$ cat src/rtl/stream_ena_sched_pkg.sv
// Shared encodings and unit indices for the decoder enable scheduler.
package stream_ena_sched_pkg;

  typedef enum logic [1:0] {
    SCHED_RUN    = 2'd0,
    SCHED_DRAIN  = 2'd1,
    SCHED_PAUSED = 2'd2
  } sched_state_e;

  localparam int SYN_SPS          = 0;
  localparam int SYN_PPS          = 1;
  localparam int SYN_SLICE_HEADER = 2;
  localparam int SYN_SLICE_DATA   = 3;

  localparam int BK_INTRA   = 0;
  localparam int BK_INTER   = 1;
  localparam int BK_SUM     = 2;
  localparam int BK_EXT_WR  = 3;
  localparam int BK_EXT_HUB = 4;

  // Drain counter must hold DRAIN_CYCLES; a zero-cycle drain still needs one bit.
  function automatic int drain_cnt_w(input int dc);
    return (dc > 0) ? $clog2(dc + 1) : 1;
  endfunction

endpackage

$ cat src/rtl/stream_ena_sched_onehot_lowest.sv
// Reduces a select vector to its lowest set bit and flags multi-hot input.
module onehot_lowest #(
  parameter int W = 4
) (
  input  logic [W-1:0] i_vec,
  output logic [W-1:0] o_lowest,
  output logic         o_multi
);

  // Two's-complement isolate: x & -x keeps only the lowest set bit.
  assign o_lowest = i_vec & (~i_vec + W'(1));
  assign o_multi  = |(i_vec ^ o_lowest);

endmodule

$ cat src/rtl/stream_ena_sched.sv
// Per-unit enable scheduler with pause/drain FSM, starvation counter and select checking.
module stream_ena_sched
  import stream_ena_sched_pkg::*;
#(
  parameter int NUM_SYNTAX   = 4,
  parameter int NUM_BACK     = 5,
  parameter int DRAIN_CYCLES = 16,
  parameter int CNT_W        = 16
) (
  input  logic                  clk,
  input  logic                  rst_n,
  input  logic                  ena,
  input  logic                  stream_mem_valid,
  input  logic                  rbsp_buffer_valid,
  input  logic [NUM_SYNTAX-1:0] syntax_sel,
  input  logic                  pause_req,
  input  logic                  stall_clr,
  output logic                  read_nalu_ena,
  output logic                  rbsp_buffer_ena,
  output logic                  bc_ena,
  output logic [NUM_SYNTAX-1:0] syntax_ena,
  output logic                  residual_ena,
  output logic [NUM_BACK-1:0]   back_ena,
  output logic                  pause_ack,
  output logic [1:0]            sched_state,
  output logic [CNT_W-1:0]      stall_cnt,
  output logic                  sel_err
);

  localparam int             DCW        = drain_cnt_w(DRAIN_CYCLES);
  localparam logic [DCW-1:0] DRAIN_LOAD = DCW'(DRAIN_CYCLES);

  sched_state_e          r_state;
  logic                  r_pause_ack;
  logic [DCW-1:0]        r_drain_cnt;
  logic [CNT_W-1:0]      r_stall_cnt;
  logic                  r_sel_err;

  logic [NUM_SYNTAX-1:0] w_sel_1h;
  logic                  w_sel_multi;
  logic                  w_run;
  logic                  w_drain;
  logic                  w_front;
  logic                  w_parse;
  logic                  w_back;

  onehot_lowest #(.W(NUM_SYNTAX)) u_sel (
    .i_vec    (syntax_sel),
    .o_lowest (w_sel_1h),
    .o_multi  (w_sel_multi)
  );

  // rst_n gates the state decode so every enable is low while reset is held.
  assign w_run   = rst_n & (r_state == SCHED_RUN);
  assign w_drain = rst_n & (r_state == SCHED_DRAIN);
  assign w_front = w_run & ena & stream_mem_valid;
  assign w_parse = w_run & ena & rbsp_buffer_valid;
  assign w_back  = (w_run | w_drain) & ena;

  assign read_nalu_ena   = w_front;
  assign rbsp_buffer_ena = w_front;
  assign bc_ena          = w_parse;
  assign residual_ena    = w_parse;
  assign syntax_ena      = {NUM_SYNTAX{w_parse}} & w_sel_1h;
  assign back_ena        = {NUM_BACK{w_back}};

  assign pause_ack   = r_pause_ack;
  assign sched_state = r_state;
  assign stall_cnt   = r_stall_cnt;
  assign sel_err     = r_sel_err;

  always_ff @(posedge clk) begin
    if (!rst_n) begin
      r_state     <= SCHED_RUN;
      r_pause_ack <= 1'b0;
      r_drain_cnt <= '0;
    end else begin
      case (r_state)
        SCHED_RUN: begin
          if (pause_req) begin
            if (DRAIN_CYCLES > 0) begin
              r_state     <= SCHED_DRAIN;
              r_drain_cnt <= DRAIN_LOAD;
            end else begin
              r_state     <= SCHED_PAUSED;
              r_pause_ack <= 1'b1;
            end
          end
        end
        SCHED_DRAIN: begin
          // Abort is checked first so a dropped request beats counter expiry.
          if (!pause_req) begin
            r_state     <= SCHED_RUN;
            r_drain_cnt <= '0;
          end else if (ena) begin
            if (r_drain_cnt == DCW'(1)) begin
              r_state     <= SCHED_PAUSED;
              r_pause_ack <= 1'b1;
              r_drain_cnt <= '0;
            end else begin
              r_drain_cnt <= r_drain_cnt - DCW'(1);
            end
          end
        end
        SCHED_PAUSED: begin
          if (!pause_req) begin
            r_state     <= SCHED_RUN;
            r_pause_ack <= 1'b0;
          end
        end
        default: begin
          r_state     <= SCHED_RUN;
          r_pause_ack <= 1'b0;
          r_drain_cnt <= '0;
        end
      endcase
    end
  end

  always_ff @(posedge clk) begin
    if (!rst_n) begin
      r_stall_cnt <= '0;
      r_sel_err   <= 1'b0;
    end else if (stall_clr) begin
      r_stall_cnt <= '0;
      r_sel_err   <= 1'b0;
    end else begin
      if (w_run & ena & ~rbsp_buffer_valid & ~&r_stall_cnt)
        r_stall_cnt <= r_stall_cnt + CNT_W'(1);
      if (w_parse & w_sel_multi)
        r_sel_err <= 1'b1;
    end
  end

endmodule

$ cat config.mk
export PLATFORM = sky130hd
export DESIGN_NAME = stream_ena_sched
export DESIGN_NICKNAME = d
export VERILOG_FILES = /design/src/rtl/stream_ena_sched_pkg.sv /design/src/rtl/stream_ena_sched_onehot_lowest.sv /design/src/rtl/stream_ena_sched.sv
export SDC_FILE = /design/constraint.sdc
export NUM_CORES = 1
export LEC_CHECK = 0
export ABC_CLOCK_PERIOD_IN_PS = 2800
export CORE_MARGIN = 1.5
export CORE_UTILIZATION = 62
export DETAILED_ROUTE_END_ITERATION = 6
export DONT_BUFFER_PORTS = 1
export GPL_TIMING_DRIVEN = 1
export PLACE_DENSITY = 0.78
export SKIP_LAST_GASP = 1
export SLEW_MARGIN = 40
export SYNTH_ARGS = -nofsm -noshare
export SYNTH_HDL_FRONTEND = slang
export SYNTH_HIERARCHICAL = 1
export SYNTH_SLANG_ARGS = --single-unit
$ cat constraint.sdc
create_clock -name clk -period 2.8 [get_ports clk]
set_input_delay 0.56 -clock clk [delete_from_list [all_inputs] [get_ports clk]]
set_output_delay 0.56 -clock clk [all_outputs]
set_load 0.1 [all_outputs]
==> impl_metrics.env, run 1 <==
export IMPL_antenna_found_initial=0
export IMPL_crit_family="simple AND/OR/NAND/NOR gates"
export IMPL_ys_warn_count=6
export IMPL_start_util_pct=66.43
export IMPL_syn_cell_area_um2=1498
export IMPL_remaining_drc_errors=0
export IMPL_worst_slew_pin_slew_ns=0.5893
export IMPL_viasPerCell=6.524
export IMPL_instances_no_fill=227
export IMPL_drt_iter0_drc=35
export IMPL_outcome="finished, final reports clean"
export IMPL_skew_ns=0.01665
export IMPL_holdBufCountCts=0
export IMPL_critical_path_max_stage_delay_ns=0.42
export IMPL_die_h_um=52.15
export IMPL_async_reset_ff_share_pct=0
export IMPL_drive_above_1_share_pct=22.61
export IMPL_crit_buf_inv=2
export IMPL_ant_nets=0
export IMPL_endpoint_kind="primary output"
export IMPL_place_hpwl_um=2606
export IMPL_hold_worst_slack_ns=0.3410
export IMPL_root_buffer="clkbuf_4"
export IMPL_min_period_ns=2.340
export IMPL_cts_tree="done"
export IMPL_cp_cell_sequence="buf_4, and4bb_2, and3_1, buf_4"
export IMPL_routed_wl_um=3567
export IMPL_vdd_drop_max_v=0.0002942
export IMPL_p_int_uw=456.7
export IMPL_maxCapViolations=0
export IMPL_post_cts_buffers=0
export IMPL_relSlewSlack_pct=60.71
export IMPL_grt_usage_pct=28.23
export IMPL_grt_max_degree=17
export IMPL_fin_crit_sh_pct=83.57
export IMPL_p_sw_uw=217.3
export IMPL_diodes=0
export IMPL_report_final_slew_viol_count=0
export IMPL_cts_sinks=25
export IMPL_wl_per_cell_um=15.71
export IMPL_cts_buffers=3
export IMPL_stdcell_area_um2=1767
export IMPL_synth_edf_count=0
export IMPL_start_kind="flip-flop"
export IMPL_crit_arrival_ns=1.78
export IMPL_grt_overflow=0
export IMPL_clock_path_buffers=2
export IMPL_synth_ff_type="dfxtp_1"
export IMPL_cellPowerDensity_nw_per_um2=381.5
export IMPL_path_max_fanout=9
export IMPL_grt_pass1_wl_um=5892
export IMPL_p_comb_share_pct=20.2
export IMPL_fp_row_count=17
export IMPL_syn2layout_area_growth_pct=17.96
export IMPL_ys_ff_latch=25
export IMPL_clk_insertion_delay_late_ns=0.33
export IMPL_drt_pass1_iterations=4
export IMPL_ff2ff_path_depth=5
export IMPL_gp_congestion=0.8636
export IMPL_sw_frac_of_total_pct=32.24
export IMPL_reg2reg_slack_ns=0.65
export IMPL_worstReg2RegStart="sched_state[1]$_SDFFE_PN0P_"
export IMPL_rsz0062_at_grt="false"
export IMPL_hold_viol_final=0
export IMPL_p_seq_share_pct=55.2
export IMPL_min_path_type="in2reg"
export IMPL_synth_distinct_cells=48
export IMPL_fin_nets=214
export IMPL_portBuffers=0
export IMPL_cpMostUsedCell="buf_4"
export IMPL_p_clk_share_pct=24.6
export IMPL_startpoint="sched_state[1]$_SDFFE_PN0P_"
export IMPL_syn_inst=182
export IMPL_dpl_instance_area_um2=1739
export IMPL_r2r_end="stall_cnt[6]$_SDFFE_PP0P_"
export IMPL_ys_seq_area_share_pct=33.42
export IMPL_cts_resized=0
export IMPL_die_area_um2=2720
export IMPL_via_count=1481
export IMPL_clk_pin_slew_ns=0.13
export IMPL_criticalPathCategory="reg2out"
export IMPL_register_area_um2=503.0
export IMPL_crit_end="syntax_ena[1]"
export IMPL_grt_pass1_vias=1393
export IMPL_n_fill_cell=152
export IMPL_synth_nets=196
export IMPL_io_pins=44
export IMPL_coreArea_um2=2255
export IMPL_fmax_mhz=427.4
export IMPL_die_w_um=52.15
export IMPL_avgSynthCellArea_um2=8.229
export IMPL_htreeDepth=1
export IMPL_multiInputGateArea_um2=894.6
export IMPL_critPathRequiredTime_ns=2.24
export IMPL_critPathSlowestCell="and4bb_2"
export IMPL_cp_depth=4
export IMPL_dpl_cell_count=223
export IMPL_cellLeakagePower_nw=0.6550
export IMPL_setup_viol=0
export IMPL_fin_setup_tns_ns=0
cell type report:
cell class / instances / share of cell area, %
flip-flops and latches: 25 / 28.47
clock buffers: 3 / 1.275
multi-input cells: 134 / 50.64
well taps: 28 / 1.983
inverters: 7 / 1.487
repair buffers: 29 / 15.86
clock inverters: 1 / 0.2833
cell families after synthesis:
group	Yosys count	share of synthesized area (%)
adder cells (fa/ha/maj)	3	2.507
XOR/XNOR	3	1.755
multiplexers	1	0.6684
flip-flops	25	33.42
AO/OA/AOI/OAI	48	21.97
AND/OR/NAND/NOR	79	31.75
buffers and inverters	23	7.936
worst min-delay path by stage:
stage,start,end,slack (ns),depth (start not counted)
floorplan,r_drain_cnt[3]$_SDFFE_PN0P_,r_drain_cnt[3]$_SDFFE_PN0P_,0.48,2
global placement,r_drain_cnt[3]$_SDFFE_PN0P_,r_drain_cnt[3]$_SDFFE_PN0P_,0.50,2
detailed placement,r_drain_cnt[3]$_SDFFE_PN0P_,r_drain_cnt[3]$_SDFFE_PN0P_,0.53,2
CTS,pause_req,sched_state[1]$_SDFFE_PN0P_,0.34,2
global route,rst_n,pause_ack$_SDFFE_PN0P_,0.34,1
finish,pause_req,sched_state[1]$_SDFFE_PN0P_,0.34,2
layer usage:
| metal | global-route usage [%] | share of wire, % |
|---|---|---|
| met5 | 0 | 0 |
| met4 | 9.402 | 1.2 |
| met3 | 4.598 | 5.9 |
| met2 | 51.69 | 51 |
| met1 | 33.09 | 42 |
placed cells by master, fill, tap and decap left out, drive strengths merged, types with 2 or more instances in the layout:
master  instances
nand2b          2
nor2b           3
nor4            2
nor2           14
ha              3
and2            2
and4            3
a31oi           3
clkbuf          3
or3             2
a41o            2
buf            29
o211ai          4
nand4           6
a21oi          13
nor3            2
nand2          12
nand3b          2
and2b           2
inv             7
xor2            2
and3            6
or4             9
o21ai           6
dfxtp          25
a211oi          3
o31ai          10
nand3           5
cell usage after synthesis, types with 5 or more instances:
library cell  count  area (um^2)
nand2_1          12        45.04
dfxtp_1          25        500.5
nand4_1           6        37.54
and3_1            6        37.54
or4_1             9        67.56
o21ai_0           6        30.03
nor2_1           14        52.55
o31ai_1          10        75.07
buf_4             8        60.06
clkbuf_1          6        22.52
a21oi_1          13        65.06
nand3_1           5        25.02
inv_1             7        26.28
registers in the layout (all words and copies together) (netlist names):
signal       flops
sel_err          1
stall_cnt       16
pause_ack        1
sched_state      2
r_drain_cnt      5
power by group through the flow:
stage / clock [mW] / combinational, mW / sequential (mW)
global placement: 0 / 0.133 / 0.380
global route: 0.176 / 0.144 / 0.373
finish: 0.166 / 0.136 / 0.372
CTS: 0.168 / 0.137 / 0.372
floorplan: 0 / 0.111 / 0.387
detailed placement: 0 / 0.136 / 0.380
stage by stage:
step / util, % / power [mW] / worst slack [ns]
3_3_place_gp: 77.03 / 0.5126 / 0.7426
2_1_floorplan: - / 0.4977 / 0.1389
3_5_place_dp: 77.14 / 0.5162 / 0.6816
5_1_grt: 78.36 / 0.6937 / 0.3776
6_report: 78.36 / 0.6740 / 0.4601
4_1_cts: 78.36 / 0.6764 / 0.4497
No activity file was read; power rests on OpenSTA's default activity.
==> run 2: changes to the inputs <==
--- a/config.mk
+++ b/config.mk
@@ -5,13 +5,13 @@
 export SDC_FILE = /design/constraint.sdc
 export NUM_CORES = 1
 export LEC_CHECK = 0
-export ABC_CLOCK_PERIOD_IN_PS = 2800
+export ABC_CLOCK_PERIOD_IN_PS = 2000
 export CORE_MARGIN = 1.5
-export CORE_UTILIZATION = 62
+export CORE_UTILIZATION = 56
 export DETAILED_ROUTE_END_ITERATION = 6
 export DONT_BUFFER_PORTS = 1
 export GPL_TIMING_DRIVEN = 1
-export PLACE_DENSITY = 0.78
+export PLACE_DENSITY = 0.74
 export SKIP_LAST_GASP = 1
 export SLEW_MARGIN = 40
 export SYNTH_ARGS = -nofsm -noshare
==> constraint.sdc (replaced) <==
create_clock -name clk -period 2 [get_ports clk]
set_input_delay 0.4 -clock clk [delete_from_list [all_inputs] [get_ports clk]]
set_output_delay 0.4 -clock clk [all_outputs]
set_load 0.1 [all_outputs]
==> run 2 against run 1 <==
Core utilization is 3.1 points lower. Via count increased by 3.2%. Clock skew down 0.012 ns. Clock-buffer cell count is the same. Wire length is 6.1% higher. Clock power rose by 39%. Setup slack worse by 0.42 ns.
==> impl_metrics.env, run 2 (synthesized netlist as in run 1, its figures left out) <==
export IMPL_htreeDepth=1
export IMPL_r2r_end="stall_cnt[15]$_SDFFE_PP0P_"
export IMPL_sw_frac_of_total_pct=32.65
export IMPL_die_w_um=54.72
export IMPL_p_clk_share_pct=24.7
export IMPL_criticalPathCategory="reg2out"
export IMPL_critPathRequiredTime_ns=1.60
export IMPL_start_util_pct=59.91
export IMPL_routed_wl_um=3786
export IMPL_multiInputGateArea_um2=905.9
export IMPL_p_sw_uw=304.8
export IMPL_utilization_pct=75.23
export IMPL_n_fill_cell=196
export IMPL_die_area_um2=2994
export IMPL_clock_path_buffers=2
export IMPL_relSlewSlack_pct=59.34
export IMPL_drive_above_1_share_pct=34.48
export IMPL_antenna_found_initial=0
export IMPL_start_kind="flip-flop"
export IMPL_grt_overflow=0
export IMPL_grt_usage_pct=26.50
export IMPL_cellPowerDensity_nw_per_um2=496.5
export IMPL_clk_pin_slew_ns=0.14
export IMPL_grt_max_degree=17
export IMPL_vdd_drop_max_v=0.0004430
export IMPL_clk_insertion_delay_late_ns=0.32
export IMPL_setup_viol=0
export IMPL_layout_commonest_cell="buf_4"
export IMPL_path_max_fanout=4
export IMPL_min_from="rst_n"
export IMPL_final_cell_mix="26 x buf_4, 13 x nor2_1, 13 x a21oi_1"
export IMPL_crit_arrival_ns=1.56
export IMPL_worstReg2RegStart="sched_state[1]$_SDFFE_PN0P_"
export IMPL_root_buffer="clkbuf_4"
export IMPL_io_pins=44
export IMPL_cts_buffers=3
export IMPL_portBuffers=0
export IMPL_grt_pass1_wl_um=5761
export IMPL_place_ws_ns=0.08695
export IMPL_worst_slew_pin_slew_ns=0.6099
export IMPL_cts_tree="done"
export IMPL_outcome="finished, final reports clean"
export IMPL_fin_crit_sh_pct=98.08
export IMPL_hold_worst_slack_ns=0.1898
export IMPL_fin_nets=218
export IMPL_report_final_slew_viol_count=0
export IMPL_wl_per_cell_um=16.25
export IMPL_min_path_type="in2reg"
export IMPL_fin_setup_tns_ns=0
export IMPL_rsz0062_at_grt="true"
export IMPL_p_seq_share_pct=54.0
export IMPL_ff2ff_path_depth=4
export IMPL_ant_nets=0
export IMPL_die_h_um=54.72
export IMPL_min_period_ns=1.962
export IMPL_place_hpwl_um=2835
export IMPL_drt_iter0_drc=39
export IMPL_p_comb_share_pct=21.4
export IMPL_stdcell_area_um2=1881
export IMPL_p_int_uw=628.8
export IMPL_fin_ws_ns=0.03839
export IMPL_endpoint_kind="primary output"
export IMPL_coreArea_um2=2500
export IMPL_cts_sinks=25
export IMPL_via_count=1528
export IMPL_hold_depth=2
export IMPL_register_area_um2=548.0
export IMPL_dpl_instance_area_um2=1827
export IMPL_fp_row_count=18
export IMPL_fmax_mhz=509.8
export IMPL_syn2layout_area_growth_pct=25.56
export IMPL_reg2reg_slack_ns=0.10
export IMPL_diodes=0
export IMPL_largest_register_ffs=16
export IMPL_gp_congestion=0.8431
export IMPL_grt_pass1_vias=1374
export IMPL_hold_end="sched_state[0]$_SDFFE_PN0P_"
export IMPL_hold_viol_final=0
export IMPL_viasPerCell=6.558
export IMPL_drt_pass1_iterations=4
export IMPL_remaining_drc_errors=0
export IMPL_cellLeakagePower_nw=0.6920
export IMPL_maxCapViolations=0
export IMPL_skew_ns=0.004225
-- run 2: metrics by stage --
stage | instances | total power, mW
final | 233 | 0.9336
after global placement | 226 | 0.7036
after detailed placement | 226 | 0.7095
after floorplan | 182 | 0.6865
after CTS | 232 | 0.9371
after global routing | 233 | 0.9695
-- run 2: layout make-up --
class | count | share of cell area (%)
inverters | 7 | 1.397
flip-flops and latches | 25 | 29.14
multi-input cells | 134 | 48.17
repair buffers | 33 | 17.83
clock inverters | 1 | 0.2661
clock buffers | 3 | 1.198
well taps | 30 | 1.996
-- run 2: power by group through the flow --
stage	registers [mW]	logic [mW]	clock network, mW
after floorplan	0.530	0.157	0
after global placement	0.515	0.188	0
after detailed placement	0.516	0.193	0
after CTS	0.505	0.197	0.236
after global routing	0.505	0.214	0.251
final	0.504	0.199	0.230
-- run 2: how the worst max path moves through the flow --
| stage | from | end | cells past startpoint |
|---|---|---|---|
| final | sched_state[1]$_SDFFE_PN0P_ | residual_ena | 2 |
| after global routing | sched_state[1]$_SDFFE_PN0P_ | residual_ena | 2 |
| after CTS | sched_state[0]$_SDFFE_PN0P_ | residual_ena | 2 |
| after detailed placement | sched_state[0]$_SDFFE_PN0P_ | stall_cnt[15]$_SDFFE_PP0P_ | 4 |
| after global placement | sched_state[0]$_SDFFE_PN0P_ | stall_cnt[15]$_SDFFE_PP0P_ | 4 |
| after floorplan | stall_cnt[2]$_SDFFE_PP0P_ | stall_cnt[15]$_SDFFE_PP0P_ | 5 |
-- run 2: what timing repair did --
action / CTS / global route
pin swaps: 2 / 2
setup endpoints to repair: 2 / 10
setup buffers: 2 / 1
hold buffers: 0 / 0
hold endpoints to repair: 0 / 0
resized for setup: 0 / 1
-- run 2: critical path, stage by stage (launching register included) --
cell and delay [ns]:
dfxtp_4 0.37, and4bb_2 0.33, and2_4 0.54
-- run 2: layer usage --
| metal | up-vias | wire length [um] | global-route usage, % |
|---|---|---|---|
| li1 | 722 | - | - |
| met1 | 731 | 1548 | 31.70 |
| met2 | 65 | 1941 | 45.24 |
| met3 | 10 | 222 | 4.645 |
| met4 | 0 | 73 | 12.92 |
| met5 | - | 0 | 0 |
==> run 3: changes to the inputs <==
==> constraint.sdc (replaced) <==
create_clock -name clk -period 2 [get_ports clk]
set_input_delay 0 -clock clk [delete_from_list [all_inputs] [get_ports clk]]
set_output_delay 0 -clock clk [all_outputs]
set_load 0.1 [all_outputs]
==> run 3 against run 2 <==
Sequential share of layout area shrank 0.57 points. Core utilization grew 1.5 points. Non-clock buffer count grew 9. Setup slack gained 0.043 ns. Total power grew 0.79%. Critical path depth grew 2. Critical path type is now reg2reg. Clock-buffer cell count grew 1.
==> impl_metrics.env, run 3 (synthesized netlist as in run 1, its figures left out) <==
export IMPL_cts_buffers=3
export IMPL_via_count=1527
export IMPL_post_cts_buffers=0
export IMPL_wl_per_cell_um=14.99
export IMPL_cts_sinks=25
export IMPL_vdd_drop_max_v=0.0004393
export IMPL_skew_ns=0.006329
export IMPL_grt_usage_pct=26.20
export IMPL_start_kind="flip-flop"
export IMPL_die_w_um=54.72
export IMPL_min_path_type="in2reg"
export IMPL_utilization_pct=76.73
export IMPL_min_from="ena"
export IMPL_hold_depth=3
export IMPL_root_buffer="clkbuf_4"
export IMPL_dpl_cell_count=228
export IMPL_ant_nets=0
export IMPL_n_fill_cell=177
export IMPL_portBuffers=0
export IMPL_worstReg2RegStart="sched_state[1]$_SDFFE_PN0P_"
export IMPL_critPathRequiredTime_ns=2.24
export IMPL_grt_overflow=0
export IMPL_die_area_um2=2994
export IMPL_drt_pass1_iterations=5
export IMPL_clk_insertion_delay_late_ns=0.32
export IMPL_gp_congestion=0.8450
export IMPL_clk_pin_slew_ns=0.13
export IMPL_coreArea_um2=2500
export IMPL_htreeDepth=1
export IMPL_rsz0062_at_grt="false"
export IMPL_instances_no_fill=242
export IMPL_cellLeakagePower_nw=0.7138
export IMPL_hold_viol_final=0
export IMPL_fmax_mhz=521.2
export IMPL_fin_crit_sh_pct=95.94
export IMPL_grt_max_degree=17
export IMPL_fin_nets=227
export IMPL_relSlewSlack_pct=61.54
export IMPL_die_h_um=54.72
export IMPL_worst_slew_pin_slew_ns=0.5769
export IMPL_drive_above_1_share_pct=30.66
export IMPL_register_area_um2=548.0
export IMPL_fp_row_count=18
export IMPL_multiInputGateArea_um2=902.1
export IMPL_ff2ff_path_depth=4
export IMPL_path_max_fanout=4
export IMPL_maxCapViolations=0
export IMPL_antenna_found_initial=0
export IMPL_syn2layout_area_growth_pct=28.07
export IMPL_place_ws_ns=0.08055
export IMPL_grt_pass1_vias=1329
export IMPL_io_pins=44
export IMPL_min_period_ns=1.919
export IMPL_r2r_end="stall_cnt[15]$_SDFFE_PP0P_"
export IMPL_grt_pass1_wl_um=5671
export IMPL_endpoint_kind="flip-flop"
export IMPL_remaining_drc_errors=0
export IMPL_outcome="finished, final reports clean"
export IMPL_viasPerCell=6.310
export IMPL_diodes=0
export IMPL_cts_tree="done"
export IMPL_cellPowerDensity_nw_per_um2=490.6
export IMPL_routed_wl_um=3628
export IMPL_final_cell_mix="29 x buf_4, 13 x nor2_1, 13 x a21oi_1"
export IMPL_hold_end="r_drain_cnt[4]$_SDFFE_PN0P_"
export IMPL_drt_iter0_drc=41
export IMPL_reg2reg_slack_ns=0.08
export IMPL_clock_path_buffers=2
export IMPL_place_hpwl_um=2594
export IMPL_setup_viol=0
export IMPL_report_final_slew_viol_count=0
export IMPL_largest_register_ffs=16
export IMPL_start_util_pct=59.91
export IMPL_criticalPathCategory="reg2reg"
export IMPL_fin_ws_ns=0.08119
export IMPL_layout_commonest_cell="buf_4"
export IMPL_crit_arrival_ns=2.16
==> run 3: power breakdown <==
part	switching (mW)	internal (mW)
Clock	0.148	0.0780
Combinational	0.145	0.0670
Sequential	0.00802	0.496
==> run 3: worst max-delay path by stage <==
stage,endpoint,startpoint,cells past startpoint,slack [ns]
after floorplan,stall_cnt[15]$_SDFFE_PP0P_,stall_cnt[2]$_SDFFE_PP0P_,5,-0.07
after global placement,stall_cnt[13]$_SDFFE_PP0P_,sched_state[1]$_SDFFE_PN0P_,4,0.18
after detailed placement,stall_cnt[15]$_SDFFE_PP0P_,sched_state[1]$_SDFFE_PN0P_,4,0.08
after CTS,stall_cnt[15]$_SDFFE_PP0P_,sched_state[1]$_SDFFE_PN0P_,4,0.06
after global routing,stall_cnt[15]$_SDFFE_PP0P_,sched_state[1]$_SDFFE_PN0P_,4,0.02
final,stall_cnt[15]$_SDFFE_PP0P_,sched_state[1]$_SDFFE_PN0P_,4,0.08
==> run 3: repair_timing <==
action,CTS,global route
endpoints found under the setup margin,0,1
endpoints found under the hold margin,11,0
gates resized for setup,0,2
hold buffers,10,0
==> run 3: layout make-up <==
class / instances / area share (%)
Timing Repair Buffer: 42 / 19.70
Sequential cell: 25 / 28.57
Multi-Input combinational cell: 134 / 47.03
Inverter: 7 / 1.370
Tap cell: 30 / 1.957
Clock buffer: 4 / 1.370
==> run 3: metal layers <==
layer / track usage (%) / routed length, um / part of all wire, %
met1: 30.77 / 1526 / 42
met2: 46.83 / 1823 / 50
met3: 4.645 / 249 / 6.9
met4: 9.583 / 28 / 0.77
met5: 0 / 0 / 0
==> run 3: worst max-delay path, stage by stage, from the launching register on <==
cell and delay [ns]:
dfxtp_4 0.37, nand4bb_1 0.22, or4b_1 0.58, or4_1 0.52, a21oi_1 0.16
==> run 3: stage by stage <==
| step | hold WS [ns] | power, mW | instance area [um^2] | setup TNS [ns] |
|---|---|---|---|---|
| detailed placement | 0.1301 | 0.7055 | 1784 | 0 |
| floorplan | 0.1063 | 0.6845 | 1554 | -0.3156 |
| finish | 0.01324 | 0.9409 | 1918 | 0 |
| global placement | 0.1259 | 0.7009 | 1784 | 0 |
| CTS | 0.004283 | 0.9439 | 1911 | 0 |
| global route | 0.01326 | 0.9778 | 1918 | 0 |
